## src/rtl/modbus_defs.sv

```systemverilog
// Shared definitions for the Modbus receive sequencer and CRC engine.
// Byte indices refer to the 56-bit frame, first wire byte in [55:48].
package modbus_defs;

  typedef enum logic [1:0] {
    ST_ARM,
    ST_CRC,
    ST_CHECK,
    ST_HOLD
  } mb_state_e;

  localparam logic [15:0] MB_CRC_INIT = 16'hFFFF;
  localparam logic [15:0] MB_CRC_POLY = 16'hA001;

  localparam int MB_ADDR_HI = 55;
  localparam int MB_FUNC_HI = 47;
  localparam int MB_REGH_HI = 39;
  localparam int MB_REGL_HI = 31;
  localparam int MB_VAL_HI  = 23;
  localparam int MB_CRCL_HI = 15;
  localparam int MB_CRCH_HI = 7;

  localparam logic [5:0] MB_BIT_LAST = 6'd39;

  function automatic logic [15:0] mb_crc_step(
    input logic [15:0] crc,
    input logic        b
  );
    logic [15:0] c;
    c = crc ^ {15'd0, b};
    return (c >> 1) ^ (c[0] ? MB_CRC_POLY : 16'h0000);
  endfunction

endpackage

```

## src/rtl/modbus_crc16_serial.sv

```systemverilog
// Bit-serial CRC-16/MODBUS, one bit per step cycle, LSB first.
// Shared between the receive and transmit paths.
module modbus_crc16_serial
  import modbus_defs::*;
(
  input  logic        clk,
  input  logic        rst_n,
  input  logic        clear,
  input  logic        bit_in,
  input  logic        step,
  output logic [15:0] crc
);

  always_ff @(posedge clk or negedge rst_n) begin
    if (!rst_n) begin
      crc <= MB_CRC_INIT;
    end else if (clear) begin
      crc <= MB_CRC_INIT;
    end else if (step) begin
      crc <= mb_crc_step(crc, bit_in);
    end
  end

endmodule

```

## src/rtl/modbus_frame_ctrl.sv

```systemverilog
// Modbus 7-byte receive sequencer: CRC check, address filter, valid/ack.
// Define MODBUS_BROADCAST_EN to accept ADDR=0 as a broadcast frame.
module modbus_frame_ctrl
  import modbus_defs::*;
#(
  parameter logic [7:0] SLAVE_ADDR = 8'h01,
  parameter int         CNT_W      = 8
) (
  input  logic             CLK,
  input  logic             RSTn,
  input  logic             RX_Done_Sig,
  input  logic [55:0]      RX_Data,
  output logic             RX_En_Sig,
  output logic             Frame_Valid,
  input  logic             Frame_Ack,
  output logic [7:0]       Frame_Func,
  output logic [15:0]      Frame_Reg,
  output logic [7:0]       Frame_Value,
  output logic             Frame_Bcast,
  output logic [CNT_W-1:0] Crc_Err_Cnt,
  output logic [CNT_W-1:0] Drop_Cnt
);

  mb_state_e   state;
  logic [55:0] frame_q;
  logic [5:0]  bit_cnt;
  logic [15:0] crc;
  logic [7:0]  cur_byte;
  logic        crc_clear;
  logic        crc_step;
  logic        crc_bit;
  logic        crc_ok;
  logic        is_bcast;
  logic        addr_hit;

  assign crc_clear = (state == ST_ARM) && RX_Done_Sig;
  assign crc_step  = (state == ST_CRC);

  always_comb begin
    cur_byte = 8'h00;
    unique case (bit_cnt[5:3])
      3'd0:    cur_byte = frame_q[MB_ADDR_HI -: 8];
      3'd1:    cur_byte = frame_q[MB_FUNC_HI -: 8];
      3'd2:    cur_byte = frame_q[MB_REGH_HI -: 8];
      3'd3:    cur_byte = frame_q[MB_REGL_HI -: 8];
      3'd4:    cur_byte = frame_q[MB_VAL_HI -: 8];
      default: cur_byte = 8'h00;
    endcase
  end

  assign crc_bit = cur_byte[bit_cnt[2:0]];

  modbus_crc16_serial u_crc (
    .clk    (CLK),
    .rst_n  (RSTn),
    .clear  (crc_clear),
    .bit_in (crc_bit),
    .step   (crc_step),
    .crc    (crc)
  );

  assign crc_ok = crc == {frame_q[MB_CRCH_HI -: 8],
                          frame_q[MB_CRCL_HI -: 8]};

`ifdef MODBUS_BROADCAST_EN
  assign is_bcast = frame_q[MB_ADDR_HI -: 8] == 8'h00;

  always_ff @(posedge CLK or negedge RSTn) begin
    if (!RSTn) begin
      Frame_Bcast <= 1'b0;
    end else if (state == ST_CHECK && crc_ok && addr_hit) begin
      Frame_Bcast <= is_bcast;
    end
  end
`else
  assign is_bcast    = 1'b0;
  assign Frame_Bcast = 1'b0;
`endif

  assign addr_hit = (frame_q[MB_ADDR_HI -: 8] == SLAVE_ADDR) || is_bcast;

  always_ff @(posedge CLK or negedge RSTn) begin
    if (!RSTn) begin
      state       <= ST_ARM;
      RX_En_Sig   <= 1'b0;
      frame_q     <= '0;
      bit_cnt     <= '0;
      Frame_Valid <= 1'b0;
      Frame_Func  <= '0;
      Frame_Reg   <= '0;
      Frame_Value <= '0;
      Crc_Err_Cnt <= '0;
      Drop_Cnt    <= '0;
    end else begin
      unique case (state)
        ST_ARM: begin
          RX_En_Sig <= 1'b1;
          if (RX_Done_Sig) begin
            frame_q   <= RX_Data;
            bit_cnt   <= '0;
            RX_En_Sig <= 1'b0;
            state     <= ST_CRC;
          end
        end
        ST_CRC: begin
          bit_cnt <= bit_cnt + 6'd1;
          if (bit_cnt == MB_BIT_LAST) state <= ST_CHECK;
        end
        ST_CHECK: begin
          // Address is only judged once the CRC has vouched for it.
          if (!crc_ok) begin
            if (Crc_Err_Cnt != {CNT_W{1'b1}})
              Crc_Err_Cnt <= Crc_Err_Cnt + 1'b1;
            RX_En_Sig <= 1'b1;
            state     <= ST_ARM;
          end else if (!addr_hit) begin
            if (Drop_Cnt != {CNT_W{1'b1}})
              Drop_Cnt <= Drop_Cnt + 1'b1;
            RX_En_Sig <= 1'b1;
            state     <= ST_ARM;
          end else begin
            Frame_Func  <= frame_q[MB_FUNC_HI -: 8];
            Frame_Reg   <= {frame_q[MB_REGH_HI -: 8],
                            frame_q[MB_REGL_HI -: 8]};
            Frame_Value <= frame_q[MB_VAL_HI -: 8];
            state       <= ST_HOLD;
          end
        end
        ST_HOLD: begin
          if (!Frame_Valid) begin
            Frame_Valid <= 1'b1;
          end else if (Frame_Ack) begin
            Frame_Valid <= 1'b0;
            RX_En_Sig   <= 1'b1;
            state       <= ST_ARM;
          end
        end
        default: state <= ST_ARM;
      endcase
    end
  end

endmodule

```

## config.mk

```make
export PLATFORM = sky130hd
export DESIGN_NAME = modbus_frame_ctrl
export DESIGN_NICKNAME = d
export VERILOG_FILES = /design/src/rtl/modbus_defs.sv /design/src/rtl/modbus_crc16_serial.sv /design/src/rtl/modbus_frame_ctrl.sv
export SDC_FILE = /design/constraint.sdc
export NUM_CORES = 1
export LEC_CHECK = 0
export CORE_ASPECT_RATIO = 2
export CORE_UTILIZATION = 40
export DETAILED_ROUTE_END_ITERATION = 10
export GPL_TIMING_DRIVEN = 1
export PLACE_DENSITY = 0.67
export SYNTH_ARGS = -nofsm -noshare
export SYNTH_HDL_FRONTEND = slang
export SYNTH_SLANG_ARGS = --single-unit
export TNS_END_PERCENT = 1
```

## constraint.sdc

```tcl
create_clock -name CLK -period 2.15 [get_ports CLK]
set_input_delay 0.43 -clock CLK [delete_from_list [all_inputs] [get_ports CLK]]
set_output_delay 0.43 -clock CLK [all_outputs]
set_load 0.1 [all_outputs]
```

==> summary.md <==
| Metric | Value |
|---|---|
| Initial antenna violation count | 0 |
| Die W | 88.6 microns |
| Combinational share of power | between 30 and 40% |
| R2r startpoint | u_crc.crc[5]$_DFFE_PN1P_ |
| Via count | 4193 |
| N_diodes | 0 |
| Critical path class | reg2reg |
| Clock skew | around 0.009 ns |
| Ys flop type | dfrtp_1 |
| Mapped Cells | between 400 and 500 |
| Top Ports | around 110 |
| CP arrival | roughly 2.5 ns |
| Cell Count, Final, Fillers Out | between 800 and 900 |
| Sum of negative setup slack | -0.103 ns |
| Routed wire length | 14800 microns |
| Sequential area share after synthesis | 54.6% |
| Final Instance Area | just over 8000 sq um |
| Net Sw Frac | between 30% and 40% |
| Mapped Area | approximately 6000 sq um |
| Post-Place Worst Slack | -0.0220 ns |
| Multi-input combinational cell area | roughly 2600 sq um |
| Post-synth EDFFs | 0 |
| Clk buf depth | 2 |
| Status | complete, but fails checks |
| Vias in the first global route | approximately 4600 |
| First-pass GRT wire length | roughly 24000 microns |
| Yosys top cell by area | dfrtp_1 |
| Total CTS buffers | 17 |
| Cell row count | 63 |
| Crit. Startpoint | u_crc.crc[5]$_DFFE_PN1P_ |
| Layout filler cell count | around 1300 |
| Max Clk Rate | between 0.4 and 0.5 GHz |
| Syn. warnings | 0 |
| Slew HR | 64.6% |
| #FFs+latches synth | 130 |
| Total GRT Usage | roughly 21% |
| Period minus WS final | 2.19 ns |
| Unrepaired setup endpoints after global routing | yes |
| Clk slew on worst S/H paths | about 0.060 ns |
| Crit Path Max Fanout | 7 |
| Cts hold-fix bufs | 0 |
| Clock Tree Root | clkbuf_16 |
| Post-synth ARST share | 100% |
| Max cap viols | 0 |
| Top cells by area, synth | dfrtp_1 48%, mux2_2 17%, dfstp_2 7.0%, mux2i_1 4.3%, xnor2_1 4.1% |
| Die Height | approximately 180 microns |
| Hold Vio Cnt, Final | 0 |
| Post-DR vias/cell | 5.11 |
| VDD IR max | approximately 0.94 mV |
| Sw Pwr | 3.92 mW |
| Int Power | just over 7 mW |
| Nets | about 680 |
| Clock sinks | 130 |
| Share of cells above drive strength 1 | approximately two fifths |
| GR Overflow Total | 0 |
| CP cell instances | xnor2_2 -> nand4_1 -> nor4_4 -> nand2_2 -> a311oi_4 -> buf_6 -> mux2_4 |
| H-tree levels | 4 |
| Clk pwr share | about 27% |
| Core ar. | around 15000 sq um |
| Worst Tran Pin Value | 0.532 ns |
| Total die area | roughly 16000 sq um |
| Crit share post-route | 102% |
| Post-synth top area share | a little under half |
| Commonest non-fill, non-tap cells in the layout | 108 x dfrtp_1, 89 x mux2_2, 85 x buf_4, 58 x clkdlybuf4s50_1, 29 x nand2_1 |
| Reg2reg path depth | 7 |
| Placed insts | ~800 |
| Placement Cell Area | roughly 7400 sq um |
| Largest net degree at the start of global routing | between 40 and 50 |
| Unique masters post-synth | 55 |
| Power share of the sequential group | 37.2% |
| Commonest non-fill, non-tap cell in the layout | dfrtp_1 |
| Port buffer count | approximately 110 |
| Hpwl dp | 10900 microns |
| Final setup violation count | 5 |
| Avg WL per Cell | around 18 microns |
| Slowest stage delay, CP | roughly 0.55 ns |
| Synthesized Nets | between 500 and 600 |
| CP Launch Type | register |
| Final Max Tran Viols | 0 |
| Starting Density | approximately two fifths |
| CP Capture Type | register |
| Area grow syn2layout | 35.8% |
| ANT nets after route | 0 |
| Placer Congestion | 0.867 |
| Starting DRT DRC Count | 244 |
| Leakage Power | approximately 3.6 nW |
| R2r endpoint | Drop_Cnt[1]$_DFFE_PN0P_ |
| Worst hold path class | in2async |
| Flip-flop and latch area | 3280 sq um |
| Drt pass-1 iters | 4 |
| Violations in the final reports | setup timing |
| PD cells | around 1400 nW/um^2 |
| # DRC | 0 |
| CTS tree | done |
| Core Util, Final | 55.3% |
| Crit path max-delay cell type | dfstp_2 |
| R2r setup slk | -0.04 ns |
| Required time worst endpoint | 2.45 ns |
| Clk_lat worst skew | ~0.41 ns |
| PnR worst setup slack | -0.0359 ns |
| Mean post-synth cell area | about 13 sq um |
metrics by stage:
step / hold WS (ns) / power [mW]
final: 0.00244 / 11.1
after global placement: 0.441 / 7.89
after detailed placement: 0.447 / 8.01
after floorplan: 0.134 / 6.71
after CTS: 0.00343 / 11.0
after global routing: 0.0167 / 11.7
sequential cells by signal (all words and copies together), names as in the netlist:
signal	cells
Crc_Err_Cnt	8
Drop_Cnt	8
Frame_Func	8
Frame_Reg	16
Frame_Valid	1
Frame_Value	8
RX_En_Sig	1
bit_cnt	6
frame_q	56
state	2
u_crc.crc	16
Yosys cell counts (all sizes together), types with 2 or more instances:
cell type  number
a211oi          4
a21oi          14
a31oi           4
and2            3
and3            3
buf            18
clkbuf          8
dfrtp         114
dfstp          16
ha              7
inv             8
mux2           90
mux2i          26
mux4            2
nand2          31
nand2b          2
nand3           8
nand3b          5
nand4          10
nor2           19
nor3            6
nor4            2
o211ai          4
o21ai           8
o311ai          2
xnor2          28
xor2            6
power by group through the flow:
stage / registers [mW] / clock network [mW] / logic (mW)
final: 4.11 / 2.97 / 3.97
after global routing: 4.24 / 3.14 / 4.30
after CTS: 4.12 / 3.03 / 3.89
after detailed placement: 4.15 / 0 / 3.86
after global placement: 4.11 / 0 / 3.78
after floorplan: 4.27 / 0 / 2.43
timing repair:
item / in CTS / in global routing
endpoints found under the setup margin: 6 / 23
hold endpoints to repair: 0 / 0
resized for setup: 3 / 14
pin swaps: 0 / 8
setup buffers: 0 / 5
critical path: cells and delay by family (launching register included):
kind,cells,cell delay (ns)
AND/OR/NAND/NOR,3,0.68
XOR/XNOR,1,0.11
AO/OA/AOI/OAI,1,0.27
multiplexers,1,0.29
buffers and inverters,1,0.17
flip-flops,1,0.55
cell type report:
class	instances	share of cell area (%)
Inverter	8	0.369
Clock inverter	15	2.26
Timing Repair Buffer	151	16.6
Multi-Input combinational cell	304	32.3
Clock buffer	17	5.22
Tap cell	195	3.00
Sequential cell	130	40.3
how the worst max path moves through the flow:
stage / to / slack [ns] / cells after the start
after global placement: Drop_Cnt[1]$_DFFE_PN0P_ / 0.0004 / 6
after global routing: Drop_Cnt[2]$_DFFE_PN0P_ / -0.16 / 9
after detailed placement: Drop_Cnt[2]$_DFFE_PN0P_ / -0.02 / 8
final: Drop_Cnt[1]$_DFFE_PN0P_ / -0.04 / 7
after floorplan: Crc_Err_Cnt[5]$_DFFE_PN0P_ / -0.02 / 7
after CTS: Drop_Cnt[2]$_DFFE_PN0P_ / -0.07 / 8
logic make-up (layout without fill, tap and decap cells):
family                     Yosys count  in the layout  share of synthesized area, %
and+or+nand+nor                     96             96                          8.45
other                                1              1                        0.0625
muxes                              118            118                          22.0
DFF                                130            130                          54.6
AOI/OAI and AO/OA                   47             47                          5.59
xor gates and xnor gates            35             35                          5.34
buffers and inverters               34            191                          2.48
adders and majority gates            7              7                          1.46
routing by layer:
layer / track usage, % / vias up / wire (microns)
met1: 20.7 / 2096 / 5090
met4: 12.2 / 0 / 718
li1: - / 1954 / -
met2: 37.9 / 107 / 8550
met3: 4.16 / 36 / 403
met5: 0 / - / 0
No activity file was read; power rests on OpenSTA's default activity.
